### src/rtl/sc_phase_accumulator_if.sv
// rtl/sc_phase_accumulator_if.sv - result valid/ready channel of the phase accumulator
// The producer drives result/result_valid; the consumer drives result_ready.
interface sc_phase_accumulator_if #(
  parameter int N_COL = 32,
  parameter int CNT_W = 6
) ();
  logic [N_COL*CNT_W-1:0] result;
  logic                   result_valid;
  logic                   result_ready;

  modport master (
    output result,
    output result_valid,
    input  result_ready
  );

  modport slave (
    input  result,
    input  result_valid,
    output result_ready
  );
endinterface

### src/rtl/sc_phase_accumulator.sv
// rtl/sc_phase_accumulator.sv - stochastic-compute phase sequencer and signed bitline accumulator
// Runs POS then NEG compute phases, counting sensed bitline ones up then down per column.
module sc_phase_accumulator #(
  parameter int N_COL   = 32,
  parameter int SEQ_LEN = 31,
  parameter int CNT_W   = 6
) (
  input  logic                   CLK,
  input  logic                   RESET,
  input  logic                   start,
  input  logic                   dense_en,
  input  logic [N_COL-1:0]       sc_bl,
  output logic                   compute_en,
  output logic                   comp_positive_phase,
  output logic                   read_en,
  output logic                   dense_en_q,
  output logic                   busy,
  sc_phase_accumulator_if.master res_if
);

  localparam logic [2:0] S_IDLE  = 3'd0;
  localparam logic [2:0] S_POS   = 3'd1;
  localparam logic [2:0] S_NEG   = 3'd2;
  localparam logic [2:0] S_DRAIN = 3'd3;
  localparam logic [2:0] S_DONE  = 3'd4;

  localparam int              PC_W          = $clog2(SEQ_LEN + 1);
  localparam logic [PC_W-1:0] PC_ONE        = PC_W'(1);
  localparam logic [PC_W-1:0] PC_LAST_DENSE = PC_W'(SEQ_LEN - 1);

  logic [2:0]              state_q, state_d;
  logic [PC_W-1:0]         phase_cnt_q, phase_cnt_d;
  logic [PC_W-1:0]         phase_last;
  logic                    dense_latch_q, dense_latch_d;
  logic                    valid_q, valid_d;
  logic                    ce_dly_q, ph_dly_q;
  logic                    clear_acc;
  logic signed [CNT_W-1:0] acc_q [N_COL];
  logic signed [CNT_W-1:0] acc_d [N_COL];
  logic [N_COL*CNT_W-1:0]  result_flat;

  assign phase_last = dense_latch_q ? PC_LAST_DENSE : '0;

  always_comb begin
    state_d       = state_q;
    phase_cnt_d   = phase_cnt_q;
    dense_latch_d = dense_latch_q;
    valid_d       = valid_q;
    clear_acc     = 1'b0;
    case (state_q)
      S_IDLE: begin
        if (start) begin
          dense_latch_d = dense_en;
          phase_cnt_d   = '0;
          clear_acc     = 1'b1;
          state_d       = S_POS;
        end
      end
      S_POS: begin
        if (phase_cnt_q == phase_last) begin
          phase_cnt_d = '0;
          state_d     = S_NEG;
        end else begin
          phase_cnt_d = phase_cnt_q + PC_ONE;
        end
      end
      S_NEG: begin
        if (phase_cnt_q == phase_last) begin
          phase_cnt_d = '0;
          state_d     = S_DRAIN;
        end else begin
          phase_cnt_d = phase_cnt_q + PC_ONE;
        end
      end
      S_DRAIN: begin
        state_d = S_DONE;
      end
      S_DONE: begin
        // The final negative sample lands on entry to DONE; valid follows one edge later.
        if (!valid_q) begin
          valid_d = 1'b1;
        end else if (res_if.result_ready) begin
          valid_d = 1'b0;
          state_d = S_IDLE;
        end
      end
      default: begin
        state_d = S_IDLE;
        valid_d = 1'b0;
      end
    endcase
  end

  always_comb begin
    for (int c = 0; c < N_COL; c++) begin
      acc_d[c] = acc_q[c];
      if (clear_acc) begin
        acc_d[c] = '0;
      end else if (ce_dly_q) begin
        if (ph_dly_q) begin
          acc_d[c] = acc_q[c] + {{(CNT_W-1){1'b0}}, sc_bl[c]};
        end else begin
          acc_d[c] = acc_q[c] - {{(CNT_W-1){1'b0}}, sc_bl[c]};
        end
      end
    end
  end

  always_ff @(posedge CLK or posedge RESET) begin
    if (RESET) begin
      state_q       <= S_IDLE;
      phase_cnt_q   <= '0;
      dense_latch_q <= 1'b0;
      valid_q       <= 1'b0;
      ce_dly_q      <= 1'b0;
      ph_dly_q      <= 1'b0;
      for (int c = 0; c < N_COL; c++) begin
        acc_q[c] <= '0;
      end
    end else begin
      state_q       <= state_d;
      phase_cnt_q   <= phase_cnt_d;
      dense_latch_q <= dense_latch_d;
      valid_q       <= valid_d;
      // sc_bl trails compute_en by one cycle, so the sampling qualifiers are delayed to match.
      ce_dly_q      <= compute_en;
      ph_dly_q      <= comp_positive_phase;
      for (int c = 0; c < N_COL; c++) begin
        acc_q[c] <= acc_d[c];
      end
    end
  end

  always_comb begin
    result_flat = '0;
    for (int c = 0; c < N_COL; c++) begin
      result_flat[c*CNT_W +: CNT_W] = acc_q[c];
    end
  end

  assign compute_en          = (state_q == S_POS) || (state_q == S_NEG);
  assign comp_positive_phase = (state_q == S_POS);
  assign read_en             = 1'b0;
  assign dense_en_q          = dense_latch_q;
  assign busy                = (state_q != S_IDLE);

  assign res_if.result       = result_flat;
  assign res_if.result_valid = valid_q;

endmodule

### src/flat_wrapper.sv
// flat-port wrapper written by rule: the top's interface ports become plain ports
module sc_phase_accumulator_flat 
#(
  parameter int N_COL   = 32,
  parameter int SEQ_LEN = 31,
  parameter int CNT_W   = 6
)
  (CLK, RESET, start, dense_en, sc_bl, compute_en, comp_positive_phase, read_en, dense_en_q, busy, res_if_result, res_if_result_valid, res_if_result_ready);
  sc_phase_accumulator_if #(.N_COL(N_COL), .CNT_W(CNT_W)) res_if_i ();
  input  logic CLK;
  input  logic RESET;
  input  logic start;
  input  logic dense_en;
  input  logic [N_COL-1:0] sc_bl;
  output logic compute_en;
  output logic comp_positive_phase;
  output logic read_en;
  output logic dense_en_q;
  output logic busy;
  output wire logic [$bits(res_if_i.result)-1:0] res_if_result;
  output wire logic [$bits(res_if_i.result_valid)-1:0] res_if_result_valid;
  input wire logic [$bits(res_if_i.result_ready)-1:0] res_if_result_ready;
  assign res_if_result = res_if_i.result;
  assign res_if_result_valid = res_if_i.result_valid;
  assign res_if_i.result_ready = res_if_result_ready;
  sc_phase_accumulator #(.N_COL(N_COL), .SEQ_LEN(SEQ_LEN), .CNT_W(CNT_W)) u_core (.CLK(CLK), .RESET(RESET), .start(start), .dense_en(dense_en), .sc_bl(sc_bl), .compute_en(compute_en), .comp_positive_phase(comp_positive_phase), .read_en(read_en), .dense_en_q(dense_en_q), .busy(busy), .res_if(res_if_i));
endmodule
### config.mk
export PLATFORM = sky130hd
export DESIGN_NAME = sc_phase_accumulator_flat
export DESIGN_NICKNAME = d
export VERILOG_FILES = /design/src/rtl/sc_phase_accumulator_if.sv /design/src/rtl/sc_phase_accumulator.sv /design/src/flat_wrapper.sv
export SDC_FILE = /design/constraint.sdc
export NUM_CORES = 1
export LEC_CHECK = 0
export CAP_MARGIN = 20
export CORE_MARGIN = 2
export CORE_UTILIZATION = 30
export CTS_CLUSTER_DIAMETER = 150
export DETAILED_ROUTE_END_ITERATION = 7
export SLEW_MARGIN = 20
export SYNTH_ARGS = -nofsm -noshare
export SYNTH_HDL_FRONTEND = slang
export SYNTH_SLANG_ARGS = --single-unit
### constraint.sdc
create_clock -name CLK -period 6.7 [get_ports CLK]
set_input_delay 1.34 -clock CLK [delete_from_list [all_inputs] [get_ports CLK]]
set_output_delay 1.34 -clock CLK [all_outputs]
set_load 0.05 [all_outputs]
==> qor.csv, run 1 <==
stage;metric;value;unit
timing;finalSetupViolations;0;
grt;antenna_found_initial;0;
clock_tree;cts_sinks;204;
setup_path;crit_slowest_cell;clkdlybuf4s50_1;
setup_path;reg2reg_to;u_core.res_if.result[47];
finish;post_route_cells_drive_above_1_share;8.75;%
die;die_area;0.0530;mm^2
finish;syn_to_final_growth;23.3;%
clock_tree;cts_tree;done;
finish;antenna_cells;0;
timing;slew_violations;0;
timing;slew_headroom;40.1;%
worst_hold_path;min_path_type;flip-flop to flip-flop;
grt;grt-ovfl-total;0;
setup_path;critical_path_class;flip-flop to output pin;
finish;final_nets;2032;
finish;seqCellArea;0.00511;mm^2
setup_path;regToRegSetupSlack;3.84;ns
timing;setup_tns;0;ns
setup_path;crit_chain;nor3_1, inv_1, clkdlybuf4s50_1;
setup_path;startpoint;u_core.state_q[2];
clock_tree;root_buffer;clkbuf_16;
finish;final_cell_mix;nor2_1, clkdlybuf4s50_1, dfrtp_1;
synth;syn_area;0.0154;mm^2
clock_tree;cts-buffers-inserted;27;
finish;final_common_cell;nor2_1;
clock_tree;clockBufferDepth;3;
placement;dpl_worst_slack;3.04;ns
setup_path;crit_path_end;busy;
timing;finalCritPeriodShare;54.7;%
synth;ys_top_cells_by_area;dfrtp_1, ha_1, mux2i_1, nor2_1, nand2_1;
detailed_routing;wl_per_cell;15.4;um
placement;placed_cells;2509;
detailed_routing;vias;12300;
synth;ys_ff_latch;204;
clock_tree;post_cts_buffers;0;
synth;synthArstFlopShare;100;%
synth;ys.flop_type;dfrtp_1;
synth;synth_edf_count;0;
run;maxCapViolCount;0;
timing;skew;0.00658;ns
die;rows;82;
setup_path;crit_buf_inv;2;
setup_path;crit_fanout;9;
detailed_routing;wl;39.3;mm
detailed_routing;drt_iter0_markers;569;
clock_tree;clk_pin_slew;0.06;ns
finish;multi_input_area;0.00943;mm^2
die;die_w;230;um
detailed_routing;drc_errors;0;
detailed_routing;viasPerCell;4.82;
timing;maxClockFrequency;273;MHz
setup_path;reg2reg_from;u_core.ph_dly_q;
die;fp.dieH;230;um
setup_path;path_depth;3;
timing;finalHoldViolCount;0;
synth;synth_area_leader_cell;dfrtp_1;
timing;tightest_slew;0.895;ns
outcome;status;completed;
detailed_routing;first_pass_iters;7;
synth;netlist.area_leader.share;33.2;%
setup_path;cpPeakStageDelay;0.72;ns
placement;place_congestion;0.809;
synth;yosysUniqueCellTypes;54;
setup_path;crit_required;5.36;ns
grt;grt_pass1_wl;64.4;mm
grt;grt_max_degree;142;
synth;syn_nets;1851;
setup_path;startpoint_type;flip-flop;
detailed_routing;antenna_left;0;
synth;yosysSeqAreaShare;33.2;%
setup_path;cp.arrival;2.32;ns
setup_path;critical-path-top-delay-family;buffers and inverters;
synth;syn_area_per_cell;9.11;um^2
die;io_pins;235;
die;coreArea;0.0504;mm^2
timing;setup_ws;3.04;ns
finish;nFillCells;4961;
placement;io_buffers;233;
grt;first_global_vias;12200;
clock_tree;cts_resized;0;
placement;dp_hpwl;26.5;mm
synth;yosysWarnings;0;
clock_tree;cts-htree-levels;1;
clock_tree;hold_buffers;0;
synth;synth_cells;1685;
timing;hold_ws;0.512;ns
finish;finalNonFillerCells;2557;
grt;grt_usage;14.7;%
clock_tree;clock_latency;0.55;ns
die;start_util;30.5;%
timing;rsz0062_at_grt;no;
setup_path;ff2ff_path_depth;8;
timing;period_minus_slack;3.66;ns
setup_path;end_kind;output pin;
Yosys cell counts, types with 37 or more instances:
master / instances
nor2_1: 235
dfrtp_1: 204
nand2_1: 187
mux2i_1: 131
ha_1: 129
a21oi_1: 78
xnor2_1: 67
xor2_1: 62
o21ai_0: 60
o21a_1: 48
o21ai_1: 41
buf_2: 37
cell type report:
type | count | share of cell area, %
sequential | 204 | 27.0
inverter | 58 | 1.55
tap | 672 | 4.44
clock inverter | 2 | 0.0727
clock buffer | 46 | 4.37
timing repair buffer | 242 | 12.8
multi-input combinational | 1333 | 49.8
through the flow:
step,cell area [um^2],util (%)
after detailed placement,18100,35.9
after global routing,18900,37.6
after global placement,18100,35.9
final,18900,37.6
after floorplan,15400,-
after CTS,18900,37.6
sequential cells by signal, indices dropped and copies added, names as in the netlist:
signal and flops:
u_core.phase_cnt_q 5, u_core.res_if.result_valid 1, u_core.res_if.result 192, u_core.state_q 3, u_core.ce_dly_q 1, u_core.dense_en_q 1, u_core.ph_dly_q 1
worst min path at each step:
| stage | startpoint | slack (ns) | depth (start not counted) | to |
|---|---|---|---|---|
| finish | u_core.phase_cnt_q[4] | 0.51 | 1 | u_core.phase_cnt_q[4] |
| global route | u_core.phase_cnt_q[4] | 0.55 | 1 | u_core.phase_cnt_q[4] |
| CTS | u_core.phase_cnt_q[4] | 0.51 | 1 | u_core.phase_cnt_q[4] |
| detailed placement | u_core.phase_cnt_q[4] | 0.50 | 1 | u_core.phase_cnt_q[4] |
| global placement | u_core.phase_cnt_q[4] | 0.50 | 1 | u_core.phase_cnt_q[4] |
| floorplan | u_core.phase_cnt_q[4] | 0.47 | 1 | u_core.phase_cnt_q[4] |
cells by family (layout without fill, tap and decap cells):
family / after synthesis / after routing / share of synthesized area (%)
XOR/XNOR: 129 / 129 / 7.36
other: 1 / 1 / 0.0244
adder cells (fa/ha/maj): 129 / 129 / 10.5
buffers and inverters: 148 / 348 / 5.42
AND/OR/NAND/NOR: 556 / 556 / 17.4
multiplexers: 161 / 161 / 11.2
AO/OA/AOI/OAI: 357 / 357 / 14.9
flip-flops: 204 / 204 / 33.2
layer usage:
metal  wire length [um]  vias to the layer above  track usage [%]
li1                   -                     6156                -
met1              18100                     5906             18.9
met2              18400                      227             25.1
met3               2220                       43             3.22
met4                552                        0             3.10
met5                  0                        -                0
Power of run 1 is left out: the tool's default activity adds up to more than one toggle a clock period on the data nets, which glitch-free logic cannot reach.
==> run 2: changes to the inputs <==
clock period = 3.08 ns   (was 6.7 ns; I/O delays follow)
==> qor.csv, run 2 (same netlist as run 1, synthesis figures left out) <==
stage;metric;value;unit;change
timing;setup_ws;0.154;ns;-2.88 ns
clock_tree;cts-buffers-inserted;28;;+3.7%
clock_tree;cts_tree;done;;
placement;placed_cells;2528;;+0.76%
run;maxCapViolCount;0;;unchanged
worst_hold_path;min_path_type;input port to async pin;;
grt;first_global_vias;12000;;-1.1%
die;io_pins;235;;unchanged
placement;dp_hpwl;27.2;mm;+2.8%
timing;tightest_slew;0.741;ns;-0.155 ns
detailed_routing;wl;39.2;mm;about the same
finish;antenna_cells;0;;unchanged
placement;place_congestion;0.834;;+3.1%
grt;grt_usage;14.6;%;-0.045 points
die;die_w;230;um;unchanged
setup_path;end_kind;output pin;;
grt;grt-ovfl-total;0;;unchanged
placement;dpl_worst_slack;0.376;ns;-2.66 ns
die;die_area;0.0530;mm^2;unchanged
die;rows;82;;unchanged
setup_path;crit_fanout;9;;unchanged
clock_tree;cts-htree-levels;1;;unchanged
timing;maxClockFrequency;342;MHz;
timing;finalCritPeriodShare;95.0;%;
setup_path;critical_path_class;flip-flop to output pin;;
detailed_routing;viasPerCell;4.78;;-0.97%
timing;period_minus_slack;2.93;ns;
finish;final_nets;2052;;+0.98%
grt;antenna_found_initial;0;;unchanged
die;coreArea;0.0504;mm^2;unchanged
grt;grt_max_degree;66;;-54%
outcome;status;completed;;
clock_tree;clockBufferDepth;3;;unchanged
setup_path;startpoint_type;flip-flop;;
clock_tree;root_buffer;clkbuf_16;;
timing;slew_violations;0;;unchanged
grt;grt_pass1_wl;64.2;mm;-0.26%
finish;finalNonFillerCells;2579;;+0.86%
clock_tree;cts_sinks;204;;unchanged
timing;finalHoldViolCount;0;;unchanged
finish;post_route_cells_drive_above_1_share;10.2;%;+1.5 points
timing;slew_headroom;50.5;%;+10 points
clock_tree;post_cts_buffers;0;;unchanged
die;fp.dieH;230;um;unchanged
finish;largest_reg_flops;192;;unchanged
detailed_routing;first_pass_iters;4;;-3
clock_tree;clk_pin_slew;0.06;ns;about the same
detailed_routing;drc_errors;0;;unchanged
detailed_routing;vias;12300;;-0.12%
placement;io_buffers;233;;unchanged
timing;rsz0062_at_grt;no;;
detailed_routing;drt_iter0_markers;436;;-23%
finish;syn_to_final_growth;26.1;%;
die;start_util;30.5;%;unchanged
clock_tree;clock_latency;0.56;ns;about the same
setup_path;crit_required;2.46;ns;-2.90 ns
timing;finalSetupViolations;0;;unchanged
detailed_routing;antenna_left;0;;unchanged
finish;final_cell_mix;nor2_1, clkdlybuf4s50_1, dfrtp_1;;
setup_path;cp.arrival;2.31;ns;about the same
timing;skew;0.0245;ns;+0.0180 ns
detailed_routing;wl_per_cell;15.2;um;-0.93%
finish;final_common_cell;nor2_1;;
[run 2: cell type report]
type / count / area, um^2
timing repair buffer: 261 / 2720
tap: 672 / 841
multi-input combinational: 1333 / 9440
clock inverter: 11 / 146
inverter: 58 / 294
sequential: 204 / 5110
fill: 4939 / 31000
clock buffer: 40 / 826
[run 2: per-layer routing]
metal	GRT usage [%]	vias to the layer above	wire [um]
met3	3.16	46	2060
met1	18.6	5877	17800
met5	0	-	0
met2	25.2	209	18600
li1	-	6185	-
met4	3.67	0	788
[run 2: path summary, 6_finish.rpt]
kind                                     startpoint                         to  slack, ns  cells past startpoint
max                               u_core.state_q[1]                 compute_en       0.15                      3
min                                           RESET  u_core.res_if.result[186]       0.46                      2
max reg2reg                         u_core.ph_dly_q  u_core.res_if.result[113]       0.76                      8
min reg2reg                u_core.res_if.result[35]   u_core.res_if.result[35]       0.53                      2
max in group asynchronous                     RESET            u_core.ce_dly_q       1.90                      4
min in group CLK           u_core.res_if.result[35]   u_core.res_if.result[35]       0.53                      2
[run 2: repair_timing]
item / CTS / global route
setup endpoints to repair: 0 / 1
resized for setup: 0 / 1
hold buffers: 0 / 0
[run 2: stage by stage]
stage	cell area (um^2)	hold slack, ns	setup TNS (ns)	util, %
after floorplan	15400	0.466	-36.78	-
after global routing	19400	0.488	0	38.5
after CTS	19400	0.448	0	38.4
final	19400	0.458	0	38.5
after detailed placement	18400	0.526	0	36.5
after global placement	18400	0.497	0	36.5
[run 2: critical path, cell delays in order (launching register included)]
cell	delay, ns
dfrtp_1	0.47
nand2b_1	0.22
a21oi_2	0.21
clkdlybuf4s50_1	0.85
Power of run 2 is left out for the same reason.
